<file path="src/rtl/alu_pkg.sv">
// -----------------------------------------------------------------------------
// alu_pkg
// Shared definitions for the sequential ALU: the 4-bit opcode map, the control
// FSM state encoding and the bit positions of the {Z, N, C, V} flag vector.
// No ports (package).
// -----------------------------------------------------------------------------
package alu_pkg;

   // Opcode map (unchanged from the combinational ALU, plus MUL and CMP)
   localparam logic [3:0] OP_NOP = 4'b0000;
   localparam logic [3:0] OP_LDO = 4'b0001;
   localparam logic [3:0] OP_LDA = 4'b0010;
   localparam logic [3:0] OP_STO = 4'b0011;
   localparam logic [3:0] OP_PRE = 4'b0100;
   localparam logic [3:0] OP_ADD = 4'b0101;
   localparam logic [3:0] OP_LDM = 4'b0110;
   localparam logic [3:0] OP_ADN = 4'b0111;
   localparam logic [3:0] OP_INC = 4'b1000;
   localparam logic [3:0] OP_DEC = 4'b1001;
   localparam logic [3:0] OP_JMP = 4'b1010;
   localparam logic [3:0] OP_CLR = 4'b1011;
   localparam logic [3:0] OP_SUB = 4'b1100;
   localparam logic [3:0] OP_MUL = 4'b1101;
   localparam logic [3:0] OP_CMP = 4'b1110;
   localparam logic [3:0] OP_HLT = 4'b1111;

   // Control FSM states
   typedef enum logic [1:0] {
      ST_IDLE = 2'd0,
      ST_MUL  = 2'd1,
      ST_DONE = 2'd2
   } state_e;

   // Bit positions inside the 4-bit flag vector {Z, N, C, V}
   localparam int FLAG_Z = 3;
   localparam int FLAG_N = 2;
   localparam int FLAG_C = 1;
   localparam int FLAG_V = 0;

endpackage

</file>
<file path="src/rtl/alu_mul_seq.sv">
// -----------------------------------------------------------------------------
// alu_mul_seq
// Unsigned shift-add multiplier, one partial-product step per cycle.
// The product register starts as {0, multiplier}; each step adds the
// multiplicand to the upper half when the current LSB is set and shifts the
// whole register right by one. After WIDTH steps it holds mcand * mplier.
//
// Ports:
//   clk            clock, rising edge
//   rst_n          asynchronous active-low reset
//   load_i         load multiplier, clear product upper half and step counter
//   step_i         perform one shift-add step
//   mcand_i        multiplicand, must stay stable while stepping
//   mplier_i       multiplier, sampled with load_i
//   product_nxt_o  product register value after the current step
//   last_o         the current step is the final (WIDTH-1) one
// -----------------------------------------------------------------------------
module alu_mul_seq #(
   parameter int WIDTH = 8
) (
   input  logic                 clk,
   input  logic                 rst_n,
   input  logic                 load_i,
   input  logic                 step_i,
   input  logic [WIDTH-1:0]     mcand_i,
   input  logic [WIDTH-1:0]     mplier_i,
   output logic [2*WIDTH-1:0]   product_nxt_o,
   output logic                 last_o
);

   localparam int CNT_W = (WIDTH > 1) ? $clog2(WIDTH) : 1;

   logic [2*WIDTH-1:0] prod_q;
   logic [CNT_W-1:0]   cnt_q;
   logic [WIDTH-1:0]   addend_d;
   logic [WIDTH:0]     sum_d;

   // The step result is exported so the caller can register the finished
   // product in the same edge that performs the final step.
   always_comb begin
      addend_d      = prod_q[0] ? mcand_i : '0;
      sum_d         = {1'b0, prod_q[2*WIDTH-1:WIDTH]} + {1'b0, addend_d};
      product_nxt_o = {sum_d, prod_q[WIDTH-1:1]};
   end

   assign last_o = (cnt_q == CNT_W'(WIDTH - 1));

   // NOTE: clocked state uses non-blocking (<=) so every flop samples the
   // pre-edge values of the others; blocking here would create order-dependent
   // simulation that disagrees with the synthesized netlist.
   always_ff @(posedge clk or negedge rst_n) begin
      if (!rst_n) begin
         prod_q <= '0;
         cnt_q  <= '0;
      end else if (load_i) begin
         prod_q <= {{WIDTH{1'b0}}, mplier_i};
         cnt_q  <= '0;
      end else if (step_i) begin
         prod_q <= product_nxt_o;
         cnt_q  <= cnt_q + 1'b1;
      end
   end

endmodule

</file>
<file path="src/rtl/alu_seq.sv">
// -----------------------------------------------------------------------------
// alu_seq
// Registered WIDTH-bit ALU behind a start/done handshake. Single-cycle ops are
// evaluated on the accepting edge and presented with done in the next cycle;
// MUL is handed to alu_mul_seq and finishes WIDTH cycles later. HLT sets a
// sticky halt that blocks all further starts until reset.
//
// Ports:
//   clk         clock, rising edge
//   rst_n       asynchronous active-low reset
//   start       request, accepted only when idle and not halted
//   op          opcode (OPW bits), sampled with start
//   accum       operand A, sampled with start
//   alu_in      operand B, sampled with start
//   pc_in       NOP source select (1: B, 0: A), sampled with start
//   busy        operation in progress (state != IDLE)
//   done        one-cycle completion pulse
//   alu_out     result, held until the next done
//   alu_out_hi  upper product half for MUL, 0 otherwise
//   flags       {Z, N, C, V}, held until the next done
//   halted      sticky halt, cleared only by reset
// -----------------------------------------------------------------------------
module alu_seq
   import alu_pkg::*;
#(
   parameter int WIDTH = 8,
   parameter int OPW   = 4
) (
   input  logic             clk,
   input  logic             rst_n,
   input  logic             start,
   input  logic [OPW-1:0]   op,
   input  logic [WIDTH-1:0] accum,
   input  logic [WIDTH-1:0] alu_in,
   input  logic             pc_in,
   output logic             busy,
   output logic             done,
   output logic [WIDTH-1:0] alu_out,
   output logic [WIDTH-1:0] alu_out_hi,
   output logic [3:0]       flags,
   output logic             halted
);

   localparam int MSB  = WIDTH - 1;
   localparam int HALF = WIDTH / 2;

   state_e             state_q;
   logic               done_q;
   logic               halted_q;
   logic [WIDTH-1:0]   alu_out_q;
   logic [WIDTH-1:0]   alu_out_hi_q;
   logic [3:0]         flags_q;
   logic [WIDTH-1:0]   mcand_q;

   logic               accept;
   logic               is_mul;
   logic [WIDTH-1:0]   add_b;
   logic [WIDTH-1:0]   sub_b;
   logic [WIDTH:0]     sum_w;
   logic [WIDTH:0]     diff_w;
   logic               add_v;
   logic               sub_v;
   logic [WIDTH-1:0]   res_d;
   logic [3:0]         flags_d;
   logic [2*WIDTH-1:0] mul_nxt;
   logic               mul_last;
   logic [3:0]         mul_flags_d;

   assign accept = start && (state_q == ST_IDLE) && !halted_q;
   assign is_mul = (op == OP_MUL);

   alu_mul_seq #(
      .WIDTH (WIDTH)
   ) u_mul (
      .clk           (clk),
      .rst_n         (rst_n),
      .load_i        (accept && is_mul),
      .step_i        (state_q == ST_MUL),
      .mcand_i       (mcand_q),
      .mplier_i      (alu_in),
      .product_nxt_o (mul_nxt),
      .last_o        (mul_last)
   );

   // Single-cycle result and flags, computed from the live inputs so they can
   // be registered on the accepting edge.
   always_comb begin
      // NOTE: every variable gets a default at the top of the block so no path
      // leaves it unassigned; an unassigned path would infer a latch.
      add_b   = alu_in;
      sub_b   = alu_in;
      res_d   = accum;
      flags_d = '0;

      if (op == OP_ADN) begin
         add_b = {{(WIDTH - HALF){1'b0}}, alu_in[HALF-1:0]};
      end else if (op == OP_INC) begin
         add_b = WIDTH'(1);
      end
      if (op == OP_DEC) begin
         sub_b = WIDTH'(1);
      end

      sum_w  = {1'b0, accum} + {1'b0, add_b};
      diff_w = {1'b0, accum} - {1'b0, sub_b};
      // Signed overflow: like-signed addends giving an opposite-signed sum,
      // or unlike-signed subtraction whose result sign differs from A.
      add_v  = (accum[MSB] == add_b[MSB]) && (sum_w[MSB]  != accum[MSB]);
      sub_v  = (accum[MSB] != sub_b[MSB]) && (diff_w[MSB] != accum[MSB]);

      case (op)
         OP_NOP:                         res_d = pc_in ? alu_in : accum;
         OP_LDO, OP_LDA, OP_PRE, OP_JMP: res_d = alu_in;
         OP_CLR:                         res_d = '0;
         OP_ADD, OP_ADN, OP_INC: begin
            res_d           = sum_w[MSB:0];
            flags_d[FLAG_C] = sum_w[WIDTH];
            flags_d[FLAG_V] = add_v;
         end
         OP_SUB, OP_DEC, OP_CMP: begin
            res_d           = diff_w[MSB:0];
            flags_d[FLAG_C] = diff_w[WIDTH];
            flags_d[FLAG_V] = sub_v;
         end
         default:                        res_d = accum;
      endcase

      flags_d[FLAG_Z] = (res_d == '0);
      flags_d[FLAG_N] = res_d[MSB];

      // CMP reports flags of A-B but passes A through unchanged.
      if (op == OP_CMP) begin
         flags_d[FLAG_Z] = (accum == alu_in);
         res_d           = accum;
      end

      mul_flags_d         = '0;
      mul_flags_d[FLAG_Z] = (mul_nxt[MSB:0] == '0);
      mul_flags_d[FLAG_N] = mul_nxt[MSB];
      mul_flags_d[FLAG_C] = (mul_nxt[2*WIDTH-1:WIDTH] != '0);
   end

   // Control FSM with registered outputs.
   always_ff @(posedge clk or negedge rst_n) begin
      if (!rst_n) begin
         state_q      <= ST_IDLE;
         done_q       <= 1'b0;
         halted_q     <= 1'b0;
         alu_out_q    <= '0;
         alu_out_hi_q <= '0;
         flags_q      <= '0;
         mcand_q      <= '0;
      end else begin
         done_q <= 1'b0;
         case (state_q)
            ST_IDLE: begin
               if (accept) begin
                  mcand_q <= accum;
                  if (is_mul) begin
                     state_q <= ST_MUL;
                  end else begin
                     state_q      <= ST_DONE;
                     done_q       <= 1'b1;
                     alu_out_q    <= res_d;
                     alu_out_hi_q <= '0;
                     flags_q      <= flags_d;
                     if (op == OP_HLT) begin
                        halted_q <= 1'b1;
                     end
                  end
               end
            end
            ST_MUL: begin
               if (mul_last) begin
                  state_q      <= ST_DONE;
                  done_q       <= 1'b1;
                  alu_out_q    <= mul_nxt[MSB:0];
                  alu_out_hi_q <= mul_nxt[2*WIDTH-1:WIDTH];
                  flags_q      <= mul_flags_d;
               end
            end
            ST_DONE: state_q <= ST_IDLE;
            default: state_q <= ST_IDLE;
         endcase
      end
   end

   assign busy       = (state_q != ST_IDLE);
   assign done       = done_q;
   assign alu_out    = alu_out_q;
   assign alu_out_hi = alu_out_hi_q;
   assign flags      = flags_q;
   assign halted     = halted_q;

endmodule

</file>
<file path="config.mk">
export PLATFORM = sky130hd
export DESIGN_NAME = alu_seq
export DESIGN_NICKNAME = d
export VERILOG_FILES = /design/src/rtl/alu_pkg.sv /design/src/rtl/alu_mul_seq.sv /design/src/rtl/alu_seq.sv
export SDC_FILE = /design/constraint.sdc
export NUM_CORES = 1
export LEC_CHECK = 0
export CORE_MARGIN = 8
export CORE_UTILIZATION = 45
export CTS_BUF_LIST = sky130_fd_sc_hd__clkbuf_4
export DETAILED_ROUTE_END_ITERATION = 10
export PLACE_DENSITY_LB_ADDON = 0.12
export RECOVER_POWER = 50
export SYNTH_ARGS = -nofsm -noshare
export SYNTH_HDL_FRONTEND = slang
export SYNTH_SLANG_ARGS = --single-unit
</file>
<file path="constraint.sdc">
create_clock -name clk -period 3 [get_ports clk]
set_clock_uncertainty 0.05 [all_clocks]
set_input_delay 0.75 -clock clk [delete_from_list [all_inputs] [get_ports clk]]
set_output_delay 0.75 -clock clk [all_outputs]
set_load 0.05 [all_outputs]
</file>
* Yosys cells after proc, flatten, opt, wreduce, memory -nomap -nowiden *
Cells that the tools add are included.

word-level totals
  register bits after elaboration = 51
  logic and storage cells = 91
  output and inout port bits = 23
  input port bits = 24

operators by class
  equal/unequal tests = 23
  add/subtract/negate cells = 4
  reductions and logical operators = 21
  bitwise logic cells = 1
  multiplexer cells = 33

operators with widths
  operator                                       number
  two-way mux 8 bit                              12
  one-hot mux 8 bit (5 select lines)             1
  == test 4 bit, second input constant           8
  two-way mux 16 bit                             2
  one-hot mux 8 bit (2 select lines)             2
  adder 8 x 8 -> 9 bit                           2
  logical NOT 8 bit                              2
  == test 4 x 3 -> 1 bit, second input constant  3
  two-way mux 4 bit                              3
  subtractor 8 x 8 -> 9 bit                      1
  == test 8 bit                                  1
  one-hot mux 2 bit (2 select lines)             2
  one-hot mux 4 bit (2 select lines)             1
  AND reduction 4 bit                            2
  nonzero test 8 bit                             1
  two-way mux 2 bit                              3
  two-way mux 3 bit                              2
  inequality test 2 bit, second input constant   3
  nonzero test 2 bit                             3
  OR reduction 3 bit                             2
  logical AND 1 bit                              5
  == test 4 x 1 -> 1 bit, second input constant  1
  == test 4 x 2 -> 1 bit, second input constant  1
  logical NOT 4 bit                              1
  12 further kinds                               18

* Depth between registers and ports, before layout *
Gate-level depths: netlist of run 1.

  word-level depth = 10
  depth in mapped cells = 15
  gate-level depth less buffers = 13

* By module *
From an unflattened synthesis of run 1, not the netlist that was laid out.

second synthesis, totals
  cell total of the unflattened synthesis = 429
  area total of the unflattened synthesis = 3925.0 sq um

modules (own cells, without submodules)
  module       cells an instance  times used  area an instance (sq um)  sequential area each (sq um)
  alu_seq      295                1           2657.5                    800.8
  alu_mul_seq  134                1           1267.5                    475.5

* Worst setup path after synthesis of run 1 *
No wires, ideal clock.

  path kind = input-to-reg
  from = input port op[2]
  to = register flags_q[3], in the netlist flags[3]
  data arrival time = 3.261 ns
  required time = 2.830 ns
  setup time = 0.120 ns
  stages on the path = 15
  setup slack = -0.431 ns
  path through = buf_6 -> buf_6 -> nor3b_4 -> nand2_1 -> nand2b_1 -> ha_1 -> inv_1 -> fa_1 -> nor4bb_1 -> a211oi_1 -> o22ai_1 -> a221oi_2 -> and4_1 -> and4_1 -> a31o_1

on the way
  longest elaborated chain between the ends = 10
  elaborated cells between the ends (all ways) = 29

RTL lines
  what                                RTL line                       RTL
  start, declared                     alu_seq.sv:32                  input logic [OPW-1:0] op,
  == test 4 bit                       alu_seq.sv:97, alu_seq.sv:111
  two-way mux 8 bit                   alu_seq.sv:97                  end else if (op == OP_INC) begin
  two-way mux 8 bit                   alu_seq.sv:95                  if (op == OP_ADN) begin
  adder 8 x 8 -> 9 bit                alu_seq.sv:104                 sum_w = {1'b0, accum} + {1'b0, add_b};
  one-hot mux 8 bit (5 select lines)  alu_seq.sv:111                 case (op)
  logical NOT 8 bit                   alu_seq.sv:128                 flags_d[FLAG_Z] = (res_d == '0);
  two-way mux 1 bit                   alu_seq.sv:132                 if (op == OP_CMP) begin
  two-way mux 4 bit                   alu_seq.sv:159                 if (is_mul) begin
  two-way mux 4 bit                   alu_seq.sv:157                 if (accept) begin
  one-hot mux 4 bit (2 select lines)  alu_seq.sv:155                 case (state_q)
  end signal, assigned                alu_seq.sv:166                 flags_q <= flags_d;
  end signal, assigned                alu_seq.sv:179                 flags_q <= mul_flags_d;
  end, declared                       alu_seq.sv:52                  logic [3:0] flags_q;

Parallel ways exist; a longest one is shown, timed or not. The select of a mux whose other input is x is not followed.
A chain may end at the register's enable or synchronous reset.

* Final worst setup path of run 1 *
  from = input port op[3]
  to = register flags_q[3], in the netlist flags[3]

Same word-level chain as after synthesis.

==> flow_summary.ini, run 1 <==
[run_status]
run_status = finished, violations left
failing_checks = setup timing

[global_routing]
grtUsageMet2_pct = 35.7
global_route_wire_length_before_repair_mm = 18.4
grt_remaining_overflow = 0
antenna_found_initial = 1
grt_use_met1_pct = 22.5
met3_track_demand_over_resource_in_global_routing_pct = 1.82
grt_busiest_layer = met2
globalRouteTotalUtil_pct = 19.1
first_global_vias = 3833
grt_start_max_net_pins = 52

[synthesis]
synth_common_cells = sky130_fd_sc_hd__nand2_1, sky130_fd_sc_hd__dfrtp_1, sky130_fd_sc_hd__nor2_1, sky130_fd_sc_hd__a21oi_1, sky130_fd_sc_hd__o21ai_0
ys_dominant_reg_cell = sky130_fd_sc_hd__dfrtp_1
yosys_register_bits = 51
synth_area_per_cell_um2 = 8.99
synth-async-reset-ratio_pct = 100
synthesis.instances = 436
synth.top_cells.by_area = sky130_fd_sc_hd__dfrtp_1, sky130_fd_sc_hd__ha_1, sky130_fd_sc_hd__nand2_1
synth_top_area_share_pct = 32.6
synthDominantAreaCellType = sky130_fd_sc_hd__dfrtp_1
synth-seq-area-share_pct = 32.6
synthesis.area_mm2 = 0.00392
synth_edf_count = 0
synth_cell_types = 69
yosys.cell_count.top_type = sky130_fd_sc_hd__nand2_1
synth_nets = 489
count_of_yosys_warnings_during_synthesis = 0

[placed_design]
placed_area_mm2 = 0.00513
io_buffer_count = 46
place_congestion = 0.875
dp_hpwl_mm = 8.71

[layout]
final_net_count = 621
sequential_cell_area_mm2 = 0.00128
fraction_of_final_layout_cells_sized_beyond_drive_strength_1_pct = 30.2
area_delta_synth_final_pct = 37.2
multiInputGateArea_mm2 = 0.00269
final.fill_count = 754
fin_area_mm2 = 0.00537

[die]
fp-row-count = 34
floorplan.initialDensity_pct = 45.6
die-height_um = 109
die_width_um = 109
io_pins = 47
std_cell_core_area_mm2 = 0.00859
die_area_mm2 = 0.0119

[timing]
setup_repair_after_global_routing_missed_its_margin = true
report.final.hold_viol_count = 0
hold-worst-slack_ns = 0.436
final_period_utilization_pct = 102
worst_slew_pin_slew_ns = 1.25
timing_max_transition_violations_final = 0
worst_rel_slew_slack_pct = 16.8
post-route-min-period_ns = 3.05
worst_slack_ns = -0.0493
finalSetupTns_ns = -0.0493
timing.final.setup_violations = 1
clock.fmax_mhz = 328

[route]
routed_via_density = 5.56
vias = 3770
finalWirelength_mm = 11.1
drt_iter0_drc = 133
routed_wire_length_per_instance_um = 16.4
remaining_drc_errors = 0
drtAntennaViolNets = 0
first_pass_iters = 4

[setup_path]
setup.reg_to_reg.worst_slack_ns = 0.22
endpoint_kind = flip-flop
critPathArrivalTime_ns = 3.27
crit_fanout = 3
timing.critical_path.required_ns = 3.22
timing_worst_setup_path_type = in -> reg
timing.critical_path.from_type = primary input

[cts]
cts_inserted_buffers = 5
tritoncts = yes
cts.root.buffer_cell = sky130_fd_sc_hd__clkbuf_4
path_clk_slew_ns = 0.15
numClockSinks = 51
worstSkewPairLatency_ns = 0.36
h-tree-depth = 2
clockBufferDepth = 2

[power]
vdd_drop_max_mv = 0.248
powerDensity_mw_per_mm2 = 651
power_leakage_nw = 2.46

[run]
maxCapViolCount = 0

[worst_hold_path]
worst_hold_path_type = reg -> reg
## critical path, cell delays in order
cell,delay [ns]
sky130_fd_sc_hd__buf_2,0.13
sky130_fd_sc_hd__nand2b_4,0.08
sky130_fd_sc_hd__nor3_4,0.05
sky130_fd_sc_hd__buf_6,0.11
sky130_fd_sc_hd__or2_4,0.25
sky130_fd_sc_hd__ha_4,0.16
sky130_fd_sc_hd__inv_2,0.05
sky130_fd_sc_hd__fa_2,0.45
sky130_fd_sc_hd__nor4_2,0.31
sky130_fd_sc_hd__a211oi_2,0.09
sky130_fd_sc_hd__o22ai_1,0.20
sky130_fd_sc_hd__a221oi_2,0.07
sky130_fd_sc_hd__and4_1,0.20
sky130_fd_sc_hd__and4_1,0.17
sky130_fd_sc_hd__a31o_1,0.21
## cells by family after synthesis
logic type | after synthesis | synth area share [%]
and+or+nand+nor | 157 | 20.0
AOI/OAI and AO/OA | 135 | 25.1
DFF | 51 | 32.6
adders and majority gates | 29 | 9.84
buffers and inverters | 27 | 3.58
xor gates and xnor gates | 25 | 5.59
muxes | 12 | 3.32
## state kept, by name, indices dropped and copies added (netlist names)
register	flops
u_mul.prod_q	16
flags	4
done	1
u_mul.cnt_q	3
mcand_q	8
state_q	2
halted	1
alu_out_hi	8
alu_out	8
## cells in the final DEF, fill, tap and decap left out, types with 3 or more instances in the layout
cell type	instances
sky130_fd_sc_hd__buf_4	90
sky130_fd_sc_hd__nand2_1	56
sky130_fd_sc_hd__dfrtp_1	51
sky130_fd_sc_hd__clkdlybuf4s50_1	38
sky130_fd_sc_hd__nor2_1	36
sky130_fd_sc_hd__a21oi_1	28
sky130_fd_sc_hd__o21ai_0	24
sky130_fd_sc_hd__ha_1	21
sky130_fd_sc_hd__and2_1	14
sky130_fd_sc_hd__xor2_1	14
sky130_fd_sc_hd__a21o_1	10
sky130_fd_sc_hd__xnor2_1	10
sky130_fd_sc_hd__inv_1	9
sky130_fd_sc_hd__mux2_2	8
sky130_fd_sc_hd__nor2b_1	7
sky130_fd_sc_hd__o22ai_1	7
sky130_fd_sc_hd__o21a_1	5
sky130_fd_sc_hd__nand3_1	5
sky130_fd_sc_hd__a221oi_2	5
sky130_fd_sc_hd__clkbuf_4	5
sky130_fd_sc_hd__nand2b_4	4
sky130_fd_sc_hd__a211oi_2	4
sky130_fd_sc_hd__nor3_1	4
sky130_fd_sc_hd__o21ai_1	4
sky130_fd_sc_hd__a211oi_1	4
sky130_fd_sc_hd__a22oi_1	4
sky130_fd_sc_hd__o221ai_1	4
sky130_fd_sc_hd__mux2i_1	4
sky130_fd_sc_hd__buf_6	4
sky130_fd_sc_hd__a21oi_2	3
sky130_fd_sc_hd__o31ai_1	3
sky130_fd_sc_hd__a221o_1	3
sky130_fd_sc_hd__nor4_1	3
sky130_fd_sc_hd__ha_4	3
sky130_fd_sc_hd__clkinv_2	3
sky130_fd_sc_hd__buf_2	3
## per-layer routing
metal	routed length [µm]	vias to the layer above
li1	-	1860
met1	4650	1804
met3	437	21
met5	0	-
met2	5840	85
met4	227	0
## power by group
group | total (W) | switching, W | internal [W]
combinational | 0.00204 | 0.00115 | 0.000891
clock | 0.000309 | 0.000221 | 0.0000881
sequential | 0.00114 | 0.000185 | 0.000959
## cell type report
class	count	share of cell area [%]
flip-flops and latches	51	23.7
well taps	108	2.51
clock buffers	5	0.698
inverters	11	0.768
clock inverters	3	0.279
repair buffers	141	21.9
diodes	1	0.0466
multi-input cells	358	50.1
## worst paths after layout
kind	cells after the start	to	startpoint
hold reg to reg	2	alu_out_hi[7]	alu_out_hi[7]
setup / recovery	15	flags[3]	op[3]
setup reg to reg	9	flags[1]	u_mul.prod_q[0]
hold / removal	2	alu_out_hi[7]	alu_out_hi[7]
max in group asynchronous	2	alu_out[2]	rst_n
min in group asynchronous	2	alu_out_hi[1]	rst_n
## repair_timing
item,in CTS,in global routing
buffers inserted,13,0
gates cloned,0,0
gates resized for setup,31,17
hold buffers,0,0
setup endpoints to repair,11,8
pin swaps,14,14
## stage by stage
step / power (W) / worst slack [ns] / instances / util (%)
finish: 0.00350 / -0.0493 / 678 / 62.5
detailed placement: 0.00317 / -0.859 / 658 / 59.7
global route: 0.00374 / -0.145 / 678 / 62.5
floorplan: 0.00248 / -0.332 / 436 / -
global placement: 0.00311 / -0.771 / 658 / 59.7
CTS: 0.00349 / -0.0619 / 679 / 62.1
(Power assumes the default switching activity.)
==> inputs of run 2 (changes only) <==
Settings changed: CELL_PAD_IN_SITES_DETAIL_PLACEMENT set to 0, CELL_PAD_IN_SITES_GLOBAL_PLACEMENT set to 1.
==> run 2 against run 1 <==
  * The flow still finishes with violations (setup timing)
  * Worst setup slack better by 0.026 ns
  * Cell area is 0.98% lower
  * Worst hold slack better by 0.0087 ns
  * Register-to-register slack hardly changed
  * Maximum frequency is 0.84% higher
  * Power is 0.34% higher
  * First-iteration DRC count is 2.3% higher
  * Sequential cell count stayed put
==> flow_summary.ini, run 2 (synthesis gave the netlist of run 1 again) <==
[global_routing]
grt_remaining_overflow = 0
globalRouteTotalUtil_pct = 20.3
global_route_wire_length_before_repair_mm = 19.2
first_global_vias = 3933
grt_use_met1_pct = 23.1
antenna_found_initial = 1
met3_track_demand_over_resource_in_global_routing_pct = 2.29
grt_busiest_layer = met2
grt_start_max_net_pins = 28
grtUsageMet2_pct = 37.5

[timing]
final_period_utilization_pct = 101
worst_slew_pin_slew_ns = 1.47
worst_rel_slew_slack_pct = 1.98
timing.final.setup_violations = 1
report.final.hold_viol_count = 0
clock.fmax_mhz = 331
worst_slack_ns = -0.0237
setup_repair_after_global_routing_missed_its_margin = true
post-route-min-period_ns = 3.02
timing_max_transition_violations_final = 0
hold-worst-slack_ns = 0.445

[cts]
worstSkewPairLatency_ns = 0.37
cts.root.buffer_cell = sky130_fd_sc_hd__clkbuf_4
clockBufferDepth = 2
h-tree-depth = 2
numClockSinks = 51
path_clk_slew_ns = 0.15
cts_inserted_buffers = 5
tritoncts = yes

[power]
p_total_w = 0.00351
powerDensity_mw_per_mm2 = 659
power_leakage_nw = 2.41
vdd_drop_max_mv = 0.252

[setup_path]
worstSetupEndpoint = flags[3]
crit_buf_inv = 2
endpoint_kind = flip-flop
setup.reg_to_reg.worst_slack_ns = 0.21
crit_fanout = 4
cp_startpoint = op[0]
cp_slowest_cell = sky130_fd_sc_hd__fa_2
cp_num_cells = 14
critical-path-top-delay-family = simple AND/OR/NAND/NOR gates
cp_cell_sequence = buf_8, nand2b_4, nor3_4, or2_4, ha_4, inv_2, fa_2, nor3b_2, a311oi_2, o22ai_1, a221oi_2, and4_1, and4_1, a31o_1
timing_worst_setup_path_type = in -> reg
timing.critical_path.required_ns = 3.27
critPathArrivalTime_ns = 3.30
regToRegStartpoint = mcand_q[0]
reg2reg_to = flags[1]
timing.critical_path.from_type = primary input
worst-r2r-cell-count = 10
timing.critical_path.slowest_cell_delay_ns = 0.54
critical_path.most_common_cell = sky130_fd_sc_hd__and4_1

[run]
maxCapViolCount = 0

[die]
io_pins = 47
die_width_um = 109
die-height_um = 109
fp-row-count = 34
die_area_mm2 = 0.0119
std_cell_core_area_mm2 = 0.00859
floorplan.initialDensity_pct = 45.6

[placed_design]
dp_hpwl_mm = 9.18
place_congestion = 0.932
io_buffer_count = 46
post-place-ws_ns = -0.866

[layout]
fraction_of_final_layout_cells_sized_beyond_drive_strength_1_pct = 28.1
area_delta_synth_final_pct = 35.8
final_core_util_pct = 61.9
regMostFlops = u_mul.prod_q
flip_flop_count_of_the_largest_register_after_layout = 16
final_net_count = 617
layout_common_cells = sky130_fd_sc_hd__buf_4, sky130_fd_sc_hd__nand2_1, sky130_fd_sc_hd__dfrtp_1, sky130_fd_sc_hd__clkdlybuf4s50_1, sky130_fd_sc_hd__nor2_1
final_common_cell = sky130_fd_sc_hd__buf_4

[run_status]
failing_checks = setup timing
run_status = finished, violations left

[route]
routed_via_density = 5.53
drtAntennaViolNets = 0
finalWirelength_mm = 11.6
first_pass_iters = 4
vias = 3725
remaining_drc_errors = 0
routed_wire_length_per_instance_um = 17.2
drt_iter0_drc = 136

[worst_hold_path]
min_from = alu_out_hi[7]
worst_hold_path_type = reg -> reg
run 2: cell count changes in the layout (fill, tap and decap cells not counted), sizes merged:
cell,change
buf,-6
clkbuf,+2
clkinv,-1
clkinvlp,+1
dlygate4sd2,+1
dlymetal6s2s,-1
run 2: layer usage:
metal	routed length, µm	part of all wire, %
met5	0	0
met4	337	2.9
met3	448	3.9
met2	6060	52
met1	4720	41
run 2: power breakdown:
group          switching, W  internal [W]
combinational       0.00116      0.000896
sequential         0.000179      0.000958
clock              0.000230     0.0000866
total               0.00157       0.00194
run 2: area by class of cell:
class / instances / area (µm²)
antenna: 1 / 2.50
clock buffer: 5 / 37.5
timing repair buffer: 137 / 1140
inverter: 11 / 41.3
clock inverter: 3 / 15.0
multi-input combinational: 358 / 2670
tap: 108 / 135
fill: 758 / 3270
sequential: 51 / 1280
run 2: how the worst min path moves through the flow:
stage,slack (ns),depth (start not counted),endpoint
global route,0.47,2,alu_out_hi[7]
detailed placement,0.42,2,alu_out_hi[7]
global placement,0.40,2,alu_out_hi[7]
finish,0.45,2,alu_out_hi[7]
CTS,0.31,1,alu_out_hi[2]
floorplan,0.40,0,alu_out[0]
run 2: through the flow:
step                setup TNS (ns)  cell area, µm²  cells
CTS                              0            5250    670
detailed placement           -7.79            5140    658
global placement             -7.13            5140    658
floorplan                    -1.18            4000    436
finish                     -0.0237            5320    674
global route                -0.243            5320    674
run 2: tightest hold or removal path, cell delays in order, from the launching register on:
cell and delay [ns]:
sky130_fd_sc_hd__dfrtp_1 0.37, sky130_fd_sc_hd__nand2_1 0.05, sky130_fd_sc_hd__nand2_1 0.05
run 2: repair_timing:
| action | 4_1_cts | 5_1_grt |
|---|---|---|
| buffers inserted | 4 | 3 |
| endpoints found under the hold margin | 0 | 0 |
| resized for setup | 28 | 17 |
| hold buffers | 0 | 0 |
| pin swaps | 10 | 16 |
| endpoints found under the setup margin | 11 | 8 |
